[src/rtl/display_pkg.sv]
// -----------------------------------------------------------------------------
// display_pkg
// Shared definitions for the seven-segment display blocks.
//   DIGIT_A..DIGIT_D : one-hot anode/digit select codes (bit3 = A, bit0 = D)
//   DIGITS_OFF       : all digits dark
//   scan_state_t     : scan sequencer state
//   digit_onehot()   : slot index (0 = A .. 3 = D) to one-hot select
// -----------------------------------------------------------------------------
package display_pkg;

  localparam logic [3:0] DIGIT_A    = 4'b1000;
  localparam logic [3:0] DIGIT_B    = 4'b0100;
  localparam logic [3:0] DIGIT_C    = 4'b0010;
  localparam logic [3:0] DIGIT_D    = 4'b0001;
  localparam logic [3:0] DIGITS_OFF = 4'b0000;

  typedef enum logic [1:0] {
    IDLE  = 2'd0,
    BLANK = 2'd1,
    SHOW  = 2'd2
  } scan_state_t;

  function automatic logic [3:0] digit_onehot(input logic [1:0] idx);
    return DIGIT_A >> idx;
  endfunction

endpackage

[src/rtl/slot_counter.sv]
// -----------------------------------------------------------------------------
// slot_counter
// Modulo-DIV free-running counter with synchronous clear. Counts 0..DIV-1 and
// wraps to 0.
//   clk_i   : clock, rising edge
//   rst_ni  : asynchronous active-low reset (count -> 0)
//   clear_i : synchronous clear; holds the count at 0 while high
//   cnt_o   : current count, $clog2(DIV) bits
//   wrap_o  : high while cnt_o == DIV-1 (the count wraps on the next edge)
// -----------------------------------------------------------------------------
module slot_counter #(
  parameter  int unsigned DIV = 50000,
  localparam int unsigned CW  = $clog2(DIV)
) (
  input  logic          clk_i,
  input  logic          rst_ni,
  input  logic          clear_i,
  output logic [CW-1:0] cnt_o,
  output logic          wrap_o
);

  localparam logic [CW-1:0] LAST = CW'(DIV - 1);

  logic [CW-1:0] cnt_q;
  logic [CW-1:0] cnt_d;

  always_comb begin
    if (clear_i || (cnt_q == LAST)) begin
      cnt_d = '0;
    end else begin
      cnt_d = cnt_q + 1'b1;
    end
  end

  // NOTE: sequential state is written only with non-blocking assignments so
  // every flop samples pre-edge values regardless of block evaluation order.
  always_ff @(posedge clk_i or negedge rst_ni) begin
    if (!rst_ni) begin
      cnt_q <= '0;
    end else begin
      cnt_q <= cnt_d;
    end
  end

  assign cnt_o  = cnt_q;
  assign wrap_o = (cnt_q == LAST);

endmodule

[src/rtl/display_scan_controller.sv]
// -----------------------------------------------------------------------------
// display_scan_controller
// Time-multiplexed scan sequencer for a four-digit seven-segment display.
// Rotates a one-hot digit select A->B->C->D, each slot DIV cycles long, with
// BLANK dead-time cycles (select = 0) at the start of every slot to avoid
// ghosting.
//   clock      : system clock, rising edge
//   reset_n    : asynchronous active-low reset
//   enable     : 1 = scan runs, 0 = display dark (returns to IDLE)
//   digit_mask : per-digit show enable, bit3 = A .. bit0 = D
//   displays   : registered one-hot digit select, 0 when blank/idle/masked
//   digit_idx  : registered slot index, 0 = A .. 3 = D
//   frame_done : registered one-cycle pulse when slot D wraps back to A
// -----------------------------------------------------------------------------
module display_scan_controller #(
  parameter int unsigned DIV   = 50000,
  parameter int unsigned BLANK = 500
) (
  input  logic       clock,
  input  logic       reset_n,
  input  logic       enable,
  input  logic [3:0] digit_mask,
  output logic [3:0] displays,
  output logic [1:0] digit_idx,
  output logic       frame_done
);

  // The parameter BLANK shares its name with the BLANK state, so the package
  // items are imported by name and that state is always package-qualified.
  import display_pkg::scan_state_t;
  import display_pkg::IDLE;
  import display_pkg::SHOW;
  import display_pkg::DIGITS_OFF;
  import display_pkg::digit_onehot;

  localparam int unsigned CW        = $clog2(DIV);
  localparam bit          HAS_BLANK = (BLANK > 0);
  // Count value on the last dead-time cycle of a slot (unused when BLANK = 0).
  localparam logic [CW-1:0] BLANK_LAST = CW'(HAS_BLANK ? BLANK - 1 : 0);
  localparam scan_state_t ENTRY_STATE =
    HAS_BLANK ? display_pkg::BLANK : SHOW;

  scan_state_t   state_q;
  logic [3:0]    displays_q;
  logic [1:0]    digit_idx_q;
  logic          frame_done_q;

  logic [CW-1:0] cnt;
  logic          cnt_wrap;
  logic          cnt_clear;
  logic          blank_done;
  logic [1:0]    next_idx;

  // The counter sits at 0 whenever the scan is stopped, so entering BLANK or
  // SHOW from IDLE always starts a slot at count 0.
  assign cnt_clear  = !enable || (state_q == IDLE);
  assign blank_done = HAS_BLANK && (cnt == BLANK_LAST);
  assign next_idx   = digit_idx_q + 2'd1;

  slot_counter #(
    .DIV (DIV)
  ) u_slot_counter (
    .clk_i   (clock),
    .rst_ni  (reset_n),
    .clear_i (cnt_clear),
    .cnt_o   (cnt),
    .wrap_o  (cnt_wrap)
  );

  always_ff @(posedge clock or negedge reset_n) begin
    if (!reset_n) begin
      state_q      <= IDLE;
      displays_q   <= DIGITS_OFF;
      digit_idx_q  <= 2'd0;
      frame_done_q <= 1'b0;
    end else if (!enable) begin
      // Abandon the current slot immediately; a later enable restarts at A.
      state_q      <= IDLE;
      displays_q   <= DIGITS_OFF;
      digit_idx_q  <= 2'd0;
      frame_done_q <= 1'b0;
    end else begin
      frame_done_q <= 1'b0;
      unique case (state_q)
        IDLE: begin
          state_q     <= ENTRY_STATE;
          displays_q  <= DIGITS_OFF;
          digit_idx_q <= 2'd0;
        end

        display_pkg::BLANK: begin
          if (blank_done) begin
            // Light the digit on the same edge that enters SHOW.
            state_q    <= SHOW;
            displays_q <= digit_onehot(digit_idx_q) & digit_mask;
          end else begin
            displays_q <= DIGITS_OFF;
          end
        end

        SHOW: begin
          if (cnt_wrap) begin
            digit_idx_q  <= next_idx;
            frame_done_q <= (digit_idx_q == 2'd3);
            if (HAS_BLANK) begin
              state_q    <= display_pkg::BLANK;
              displays_q <= DIGITS_OFF;
            end else begin
              displays_q <= digit_onehot(next_idx) & digit_mask;
            end
          end else begin
            displays_q <= digit_onehot(digit_idx_q) & digit_mask;
          end
        end

        default: begin
          state_q     <= IDLE;
          displays_q  <= DIGITS_OFF;
          digit_idx_q <= 2'd0;
        end
      endcase
    end
  end

  assign displays   = displays_q;
  assign digit_idx  = digit_idx_q;
  assign frame_done = frame_done_q;

endmodule

[config.mk]
export PLATFORM = sky130hd
export DESIGN_NAME = display_scan_controller
export DESIGN_NICKNAME = d
export VERILOG_FILES = /design/src/rtl/display_pkg.sv /design/src/rtl/slot_counter.sv /design/src/rtl/display_scan_controller.sv
export SDC_FILE = /design/constraint.sdc
export NUM_CORES = 1
export LEC_CHECK = 0
export BUFFER_PORTS_ARGS = -buffer_cell sky130_fd_sc_hd__buf_2
export CORE_ASPECT_RATIO = 1.1
export CORE_UTILIZATION = 55
export DETAILED_ROUTE_END_ITERATION = 8
export GPL_TIMING_DRIVEN = 0
export PLACE_DENSITY = 0.75
export SLEW_MARGIN = 20
export SYNTH_ARGS = -nofsm -noshare
export SYNTH_HDL_FRONTEND = slang
export SYNTH_SLANG_ARGS = --single-unit
[constraint.sdc]
create_clock -name clock -period 5.8 [get_ports clock]
set_clock_uncertainty 0.1 [all_clocks]
set_input_delay 1.16 -clock clock [delete_from_list [all_inputs] [get_ports clock]]
set_output_delay 1.16 -clock clock [all_outputs]
set_load 0.01 [all_outputs]
==> impl_metrics.csv, run 1 <==
group,metric,value,unit
grt,antenna_found_initial,0,
worst_hold_path,hold_path_class,"reg2reg",
timing,slew_violations,0,
die,num_rows,18,
layout,register_area,626,sq um
yosys,synth.distinct_cells,29,
drt,drtPass1Iterations,4,
drt,vias,996,
layout,finalNetCount,170,
grt,grt_pass1_wl,4250,microns
setup_path,crit_arrival,910,ps
yosys,netlist_area,1360,sq um
timing,hold_violations,0,
flow_run,cap_violations,0,
layout,drive_gt1_frac,0.150,
clock_tree,tritoncts_num_sinks,25,
die,fp.dieH,54.1,microns
setup_path,rrSetupSlack,3830,ps
yosys,synth_fa_ha_area_frac,0.0829,
layout,final_cells,183,
setup_path,r2r_end,"u_slot_counter.cnt_o[7]",
yosys,synth_seq_cells,25,
grt,grt_overflow,0,
yosys,async_reset_ff_frac,1.00,
yosys,mappedNetlistNets,152,
setup_path,r2r-start,"u_slot_counter.cnt_o[4]",
layout,multi_input_area,684,sq um
clock_tree,clkTransAtPathRegs,130,ps
timing,max_slew.worst_pin.slew,531,ps
layout,final_common_cell,"dfrtp_1",
setup_path,crit_required,4540,ps
yosys,yosys-top-cells-area,"dfrtp_1 (46%), ha_1 (8.3%), nor2_1 (5.0%)",
drt,ant_nets,0,
layout,final_cell_mix,"dfrtp_1 (25), nor2_1 (18), nand2_1 (13), buf_2 (13), nand3_1 (10)",
yosys,synth_top_family_by_area,"simple AND/OR/NAND/NOR gates",
setup_path,startpoint,"digit_idx[0]",
clock_tree,cts_root_buffer,"clkbuf_4",
grt,globalRouteTotalUtil,0.218,
die,coreArea,2300,sq um
yosys,synthCells,136,
clock_tree,cts_resized,0,
grt,grt_pass1_vias,1004,
timing,setup_tns,0,ps
place,gp_congestion,0.807,
yosys,synth-simple-area-share,0.276,
setup_path,cp_max_fo,5,
pwr,vdd_drop_max,274,uV
drt,post-route-drc-count,0,
timing,finalCriticalPeriod,2170,ps
die,die_w,49.4,microns
timing,slew_headroom,0.646,
yosys,yosysTopAreaCell,"dfrtp_1",
clock_tree,insertion_delay,320,ps
grt,grt_max_degree,26,
timing,setup_viol,0,
yosys,synth.avg_cell_area,9.99,sq um
pwr,powerDensity,256,nW/um^2
clock_tree,cts_max_path_buffers,2,
place,portBuffers,13,
drt,via_per_inst,5.44,
clock_tree,post_cts_buffers,0,
place,dp_cells,179,
setup_path,cp_top_family,"flip-flops",
setup_path,cp-start-kind,"register",
drt,routedWlPerCell,13.5,microns
layout,area_growth,9.48,%
drt,wirelength,2460,microns
yosys,yosysWarnings,0,
yosys,synth_mux_area_frac,0,
die,ioPinCount,14,
timing,timing.hold.ws,407,ps
setup_path,path_cells,"buf_2",
timing,fmax,460,MHz
yosys,synth_enable_flop_cells,0,
setup_path,endpoint,"digit_idx[0]",
setup_path,endpoint_kind,"output port",
setup_path,slowest_stage,"dfrtp_1",
timing,fin_crit_sh,0.375,
yosys,synth_seq_area_share,0.460,
clock_tree,ctsHoldBuffers,0,
clock_tree,cts-htree-levels,1,
setup_path,ff2ff_path_depth,5,
setup_path,slowest_delay,440,ps
layout,nFillCells,206,
setup_path,crit_buf_inv,1,
setup_path,worstSetupPathType,"reg2out",
clock_tree,cts_tree,"done",
die,initial_core_util,0.592,
layout,antenna_cells,0,
setup_path,cp.depth,1,
pwr,power_leakage,0.000634,uW
die,fp.dieArea,2670,sq um
yosys,synthXorXnorAreaFrac,0.0838,
place,dp_hpwl,1880,microns
yosys,synth_ff_type,"dfrtp_1",
drt,drtIter0Drc,16,
yosys,synth_compound_area_frac,0.0608,
status,status,"completed",
clock_tree,cts_buffers,3,
timing,rsz0062_at_grt,"no",
yosys,synth_top_area_share,0.460,
## where the power goes
part / internal (uW) / leakage [uW] / switching, uW
combinational: 46.3 / 0.000272 / 63.9
sequential: 185 / 0.000346 / 10.0
clock: 26.9 / 0.0000150 / 48.7
total: 258 / 0.000634 / 123
## synthesized netlist by cell type, types with 2 or more instances
library cell and count:
dfrtp_1 25, nand2_1 13, and4_1 2, nand4_1 7, nor3_1 6, nor2_1 18
xnor2_1 7, ha_1 9, o21ai_0 2, nand4bb_1 2, o22ai_1 2, xor2_1 6
nor4_1 5, clkbuf_1 2, inv_1 7, nand3_1 10
## registers in the layout (all words and copies together), names as in the netlist
| name | count |
|---|---|
| u_slot_counter.cnt_o | 16 |
| state_q | 2 |
| digit_idx | 2 |
| frame_done | 1 |
| displays | 4 |
## per-layer routing
metal	wire length, microns	vias up	GRT usage	part of all wire
met5	0	-	0	0
met4	57	0	0.114	0.023
met3	57	4	0.0254	0.023
met2	1160	12	0.402	0.47
met1	1190	469	0.253	0.48
li1	-	511	-	-
## logic make-up (layout without fill, tap and decap cells)
group | count (synthesis) | after routing
buffers and inverters | 10 | 27
xor gates and xnor gates | 13 | 13
adders and majority gates | 9 | 9
AOI/OAI and AO/OA | 10 | 10
DFF | 25 | 25
and+or+nand+nor | 69 | 69
## per-stage QoR
step	setup WS, ps	cell area [sq um]	util	power [uW]
2_1_floorplan	3890	1360	-	281
3_3_place_gp	3630	1460	0.636	303
3_5_place_dp	3590	1460	0.636	309
4_1_cts	3610	1490	0.648	386
5_1_grt	3580	1490	0.648	405
6_report	3630	1490	0.648	381
## cell type report
cell class                      instances  share of cell area
Clock buffer                            4              0.0177
Tap cell                               30              0.0252
Sequential cell                        25               0.421
Inverter                                7              0.0177
Timing Repair Buffer                   13              0.0437
Buffer                                  3              0.0151
Multi-Input combinational cell        101               0.460
## worst min-delay path by stage
stage | from | end | depth (start not counted)
4_1_cts | u_slot_counter.cnt_o[0] | u_slot_counter.cnt_o[0] | 1
2_1_floorplan | u_slot_counter.cnt_o[0] | u_slot_counter.cnt_o[0] | 1
5_1_grt | u_slot_counter.cnt_o[0] | u_slot_counter.cnt_o[0] | 1
3_3_place_gp | u_slot_counter.cnt_o[0] | u_slot_counter.cnt_o[0] | 1
3_5_place_dp | u_slot_counter.cnt_o[0] | u_slot_counter.cnt_o[0] | 1
6_report | u_slot_counter.cnt_o[0] | u_slot_counter.cnt_o[0] | 1
No activity file was read; power rests on OpenSTA's default activity.
==> inputs of run 2 (changes only) <==
- CORE_UTILIZATION: 55 -> 51
- PLACE_DENSITY: 0.75 -> 0.73
- clock period: 5.8 -> 1.9 ns (I/O delays scaled with it)
==> run 2 against run 1 <==
Largest cell class unchanged. Core utilization fell by 0.21 points. Flip-flop and latch count did not move. Critical path depth rose by 4. Register-to-register slack got worse by 3800 ps. First-iteration DRC count rose by 44%. Global-route usage fell by 1.4 points. Highest routed layer unchanged. Non-clock buffer count rose by 10. Critical endpoint is now u_slot_counter.cnt_o[10]. Sequential power rose to 3.1 times the previous value.
==> impl_metrics.csv, run 2 (synthesized netlist as in run 1, its figures left out) <==
group,metric,value,unit
worst_hold_path,hp-start,"digit_mask[0]",
layout,final_cell_area,1630,sq um
setup_path,slowest_delay,510,ps
layout,largest_reg_flops,16,
place,gp_congestion,0.813,
timing,fin_crit_sh,0.986,
layout,final_cell_mix,"dfrtp_1 (23), nor2_1 (16), nand2_1 (13), buf_2 (13), nand3_1 (10)",
timing,finalCriticalPeriod,1870,ps
timing,rsz0062_at_grt,"yes",
pwr,powerDensity,792,nW/um^2
grt,antenna_found_initial,0,
place,portBuffers,13,
clock_tree,clkTransAtPathRegs,130,ps
worst_hold_path,whs_path_depth,3,
drt,via_per_inst,5.61,
flow_run,cap_violations,0,
drt,wirelength,2730,microns
die,initial_core_util,0.539,
clock_tree,cts_max_path_buffers,2,
place,place_area,1460,sq um
setup_path,crit_arrival,2000,ps
timing,slew_violations,0,
layout,area_growth,19.7,%
setup_path,cp-start-kind,"register",
clock_tree,cts_tree,"done",
clock_tree,cts_buffers,3,
layout,final_util,0.645,
grt,grt_overflow,0,
clock_tree,tritoncts_num_sinks,25,
place,dp_hpwl,1820,microns
setup_path,endpoint_kind,"register",
setup_path,cp_top_family,"simple AND/OR/NAND/NOR gates",
die,ioPinCount,14,
drt,vias,1088,
die,coreArea,2520,sq um
grt,grt_pass1_vias,1024,
clock_tree,cts-htree-levels,1,
layout,final_common_cell,"dfrtp_1",
timing,hold_violations,0,
setup_path,r2r-start,"u_slot_counter.cnt_o[7]",
worst_hold_path,hold_end,"displays[0]",
setup_path,r2r_end,"u_slot_counter.cnt_o[10]",
clock_tree,insertion_delay,320,ps
grt,grt_pass1_wl,4410,microns
grt,globalRouteTotalUtil,0.203,
pwr,power_leakage,0.000690,uW
drt,post-route-drc-count,0,
pwr,vdd_drop_max,660,uV
die,fp.dieArea,2870,sq um
grt,grt_max_degree,26,
die,fp.dieH,56.1,microns
die,num_rows,19,
setup_path,ff2ff_path_depth,5,
setup_path,slowest_stage,"or4_4",
worst_hold_path,hold_path_class,"in2reg",
timing,fmax,534,MHz
layout,drive_gt1_frac,0.233,
status,status,"completed",
timing,max_slew.worst_pin.slew,556,ps
layout,finalNetCount,180,
drt,ant_nets,0,
setup_path,worstSetupPathType,"reg2reg",
setup_path,path_cells,"or3_4, or4_4, nand3b_4, clkbuf_16, nor2_1",
timing,setup_viol,0,
setup_path,crit_buf_inv,1,
setup_path,crit_required,2020,ps
clock_tree,cts_root_buffer,"clkbuf_4",
drt,drtPass1Iterations,4,
drt,drtIter0Drc,23,
setup_path,rrSetupSlack,30,ps
die,die_w,51.2,microns
timing,slew_headroom,0.629,
drt,routedWlPerCell,14.1,microns
layout,antenna_cells,0,
setup_path,cp_max_fo,6,
-- run 2: timing repair --
action,in CTS,in global routing
hold buffers,1,0
buffers inserted,6,2
pin swaps,1,3
endpoints found under the hold margin,25,0
cloned,0,1
setup endpoints to repair,14,20
resized for setup,2,6
-- run 2: how the worst max path moves through the flow --
stage | startpoint | to | slack, ps | cells past startpoint
final | u_slot_counter.cnt_o[7] | u_slot_counter.cnt_o[10] | 30 | 5
after global routing | u_slot_counter.cnt_o[2] | u_slot_counter.cnt_o[10] | -50 | 6
after CTS | u_slot_counter.cnt_o[7] | u_slot_counter.cnt_o[14] | -8 | 5
after detailed placement | u_slot_counter.cnt_o[4] | u_slot_counter.cnt_o[6] | -60 | 5
after global placement | u_slot_counter.cnt_o[4] | u_slot_counter.cnt_o[13] | -40 | 5
after floorplan | u_slot_counter.cnt_o[4] | u_slot_counter.cnt_o[14] | 40 | 5
-- run 2: layout make-up --
cell class	count	area [sq um]
Timing Repair Buffer	23	160
Fill cell	203	893
Tap cell	31	38.8
Sequential cell	25	628
Buffer	3	22.5
Clock buffer	4	26.3
Multi-Input combinational cell	101	724
Inverter	7	26.3
-- run 2: tightest hold or removal path, delay by kind of cell --
| family | cells | cell delay [ps] |
|---|---|---|
| simple gates | 2 | 90 |
| buf+inv | 1 | 100 |
-- run 2: where the power goes --
part	leakage, uW	internal [uW]	switching, uW
registers	0.000343	565	31.6
clock network	0.0000150	82.3	158
logic	0.000332	221	230
-- run 2: layer usage --
| layer | global-route usage | up-vias | part of all wire |
|---|---|---|---|
| li1 | - | 531 | - |
| met1 | 0.288 | 524 | 0.45 |
| met2 | 0.312 | 26 | 0.48 |
| met3 | 0.0301 | 7 | 0.042 |
| met4 | 0.0811 | 0 | 0.022 |
| met5 | 0 | - | 0 |
-- run 2: through the flow --
step | std cells | hold WS [ps] | total power (uW) | setup WS, ps | setup TNS, ps
finish | 194 | 167 | 1290 | 25.9 | 0
floorplan | 136 | -15.6 | 859 | 44.3 | 0
detailed placement | 180 | 300 | 944 | -59.4 | -520
global route | 194 | 149 | 1370 | -47.7 | -319
global placement | 180 | 288 | 923 | -40.8 | -358
CTS | 191 | 159 | 1210 | -7.76 | -27.5
==> inputs of run 3 (changes only) <==
- CORE_UTILIZATION: 51 -> 44
- PLACE_DENSITY: 0.73 -> not set
==> run 3 against run 2 <==
Sequential power is essentially flat. Flip-flop and latch count unchanged. First-iteration DRC count rose by 13%. Maximum frequency up 0.22%. Design area rose by 0.15%. Combinational power is 8.8% lower. Hold slack got worse by 18 ps. Critical path depth rose by 1. Critical endpoint is now u_slot_counter.cnt_o[12]. Highest routed layer unchanged.
==> impl_metrics.csv, run 3 (synthesized netlist as in run 1, its figures left out) <==
group,metric,value,unit
status,status,"completed",
grt,globalRouteTotalUtil,0.191,
layout,final_cell_mix,"dfrtp_1 (23), nor2_1 (18), nand2_1 (13), buf_2 (13), buf_4 (12)",
timing,hold_violations,0,
die,num_rows,20,
drt,ant_nets,0,
setup_path,crit_required,2030,ps
layout,final_common_cell,"dfrtp_1",
timing,setup_viol,0,
setup_path,worstSetupPathType,"reg2reg",
drt,wirelength,2840,microns
layout,final_util,0.571,
drt,wl_met1,1230,microns
flow_run,cap_violations,0,
grt,grt_overflow,0,
die,ioPinCount,14,
layout,antenna_cells,0,
setup_path,cp-start-kind,"register",
place,dp_hpwl,1930,microns
worst_hold_path,hp-start,"digit_mask[3]",
pwr,finalPower,1260,uW
layout,drive_gt1_frac,0.242,
clock_tree,cts_max_path_buffers,2,
die,die_w,55.0,microns
worst_hold_path,whs_path_depth,3,
clock_tree,cts_buffers,3,
die,fp.dieH,60.3,microns
pwr,vdd_drop_max,430,uV
drt,drtPass1Iterations,4,
die,fp.dieArea,3310,sq um
die,initial_core_util,0.476,
die,coreArea,2850,sq um
clock_tree,insertion_delay,330,ps
timing,fin_crit_sh,0.984,
timing,max_slew.worst_pin.slew,567,ps
place,portBuffers,13,
layout,area_growth,19.9,%
worst_hold_path,hold_end,"displays[3]",
timing,fmax,535,MHz
layout,nFillCells,260,
setup_path,slowest_delay,580,ps
timing,rsz0062_at_grt,"yes",
drt,via_per_inst,5.51,
timing,finalCriticalPeriod,1870,ps
drt,met2_length,1500,microns
clock_tree,cts-htree-levels,1,
pwr,powerDensity,775,nW/um^2
setup_path,rrSetupSlack,30,ps
layout,largest_reg_flops,16,
drt,post-route-drc-count,0,
timing,setup_tns,0,ps
drt,routedWlPerCell,14.4,microns
layout,finalNetCount,182,
setup_path,cp_max_fo,10,
place,gp_congestion,0.778,
setup_path,r2r-start,"u_slot_counter.cnt_o[1]",
setup_path,endpoint_kind,"register",
clock_tree,cts_tree,"done",
clock_tree,cts_root_buffer,"clkbuf_4",
drt,dr_wl_met3,91,microns
setup_path,r2r_end,"u_slot_counter.cnt_o[12]",
grt,grt_pass1_vias,1027,
drt,highest_layer,"met4",
setup_path,ff2ff_path_depth,6,
timing,slew_violations,0,
grt,grt_pass1_wl,4480,microns
pwr,power_leakage,0.000694,uW
grt,grt_max_degree,26,
clock_tree,clkTransAtPathRegs,150,ps
setup_path,slowest_stage,"or4_4",
grt,antenna_found_initial,0,
worst_hold_path,hold_path_class,"in2reg",
drt,drtIter0Drc,26,
clock_tree,tritoncts_num_sinks,25,
timing,slew_headroom,0.622,
drt,vias,1090,
setup_path,crit_arrival,2000,ps
setup_path,path_cells,"ha_4, nand4bb_4, or4_4, nand3b_4, buf_8, nor2_1",
run 3: cell count changes in the layout (fill, tap and decap cells not counted), sizes merged:
cell	before	now
buf	22	26
clkbuf	7	4
clkinvlp	0	1
run 3: per-layer routing:
metal	GRT usage	vias up
met3	0.0229	2
met1	0.232	531
li1	-	533
met2	0.334	24
met4	0.0750	0
met5	0	-
run 3: how the worst max path moves through the flow:
stage / from / slack [ps] / end
floorplan: u_slot_counter.cnt_o[4] / 40 / u_slot_counter.cnt_o[14]
global placement: u_slot_counter.cnt_o[4] / -50 / u_slot_counter.cnt_o[8]
detailed placement: u_slot_counter.cnt_o[4] / -90 / u_slot_counter.cnt_o[7]
CTS: u_slot_counter.cnt_o[7] / -30 / u_slot_counter.cnt_o[12]
global route: u_slot_counter.cnt_o[1] / -20 / u_slot_counter.cnt_o[7]
finish: u_slot_counter.cnt_o[1] / 30 / u_slot_counter.cnt_o[12]
run 3: area by class of cell:
class / instances / area, sq um / area share
Sequential cell: 25 / 628 / 0.386
Buffer: 2 / 18.8 / 0.0115
Clock buffer: 3 / 22.5 / 0.0138
Timing Repair Buffer: 26 / 165 / 0.101
Multi-Input combinational cell: 101 / 719 / 0.442
Inverter: 7 / 26.3 / 0.0161
Clock inverter: 1 / 7.51 / 0.00461
Tap cell: 33 / 41.3 / 0.0253
run 3: timing repair:
item | in CTS | in global routing
pin swaps | 2 | 2
hold endpoints to repair | 25 | 0
gates resized for setup | 2 | 4
setup buffers | 6 | 6
endpoints found under the setup margin | 16 | 21
hold buffers | 1 | 0
run 3: power by group:
group	internal (uW)	leakage, uW	switching [uW]
Sequential	565	0.000343	33.1
Clock	80.5	0.0000139	171
Combinational	195	0.000337	217
Total	841	0.000694	422
run 3: worst max-delay path, delay by kind of cell (launching register included):
family | cells | cell delay (ps)
and+or+nand+nor | 4 | 880
DFF | 1 | 460
adders and majority gates | 1 | 190
buffers and inverters | 1 | 140
run 3: stage by stage:
step / setup WS [ps] / hold slack, ps / std cells / area, sq um
after floorplan: 44.3 / -15.6 / 136 / 1360
after global placement: -54.4 / 300 / 182 / 1470
after detailed placement: -86.8 / 309 / 182 / 1470
after CTS: -34.1 / 147 / 193 / 1560
after global routing: -21.5 / 147 / 198 / 1630
final: 30.0 / 149 / 198 / 1630
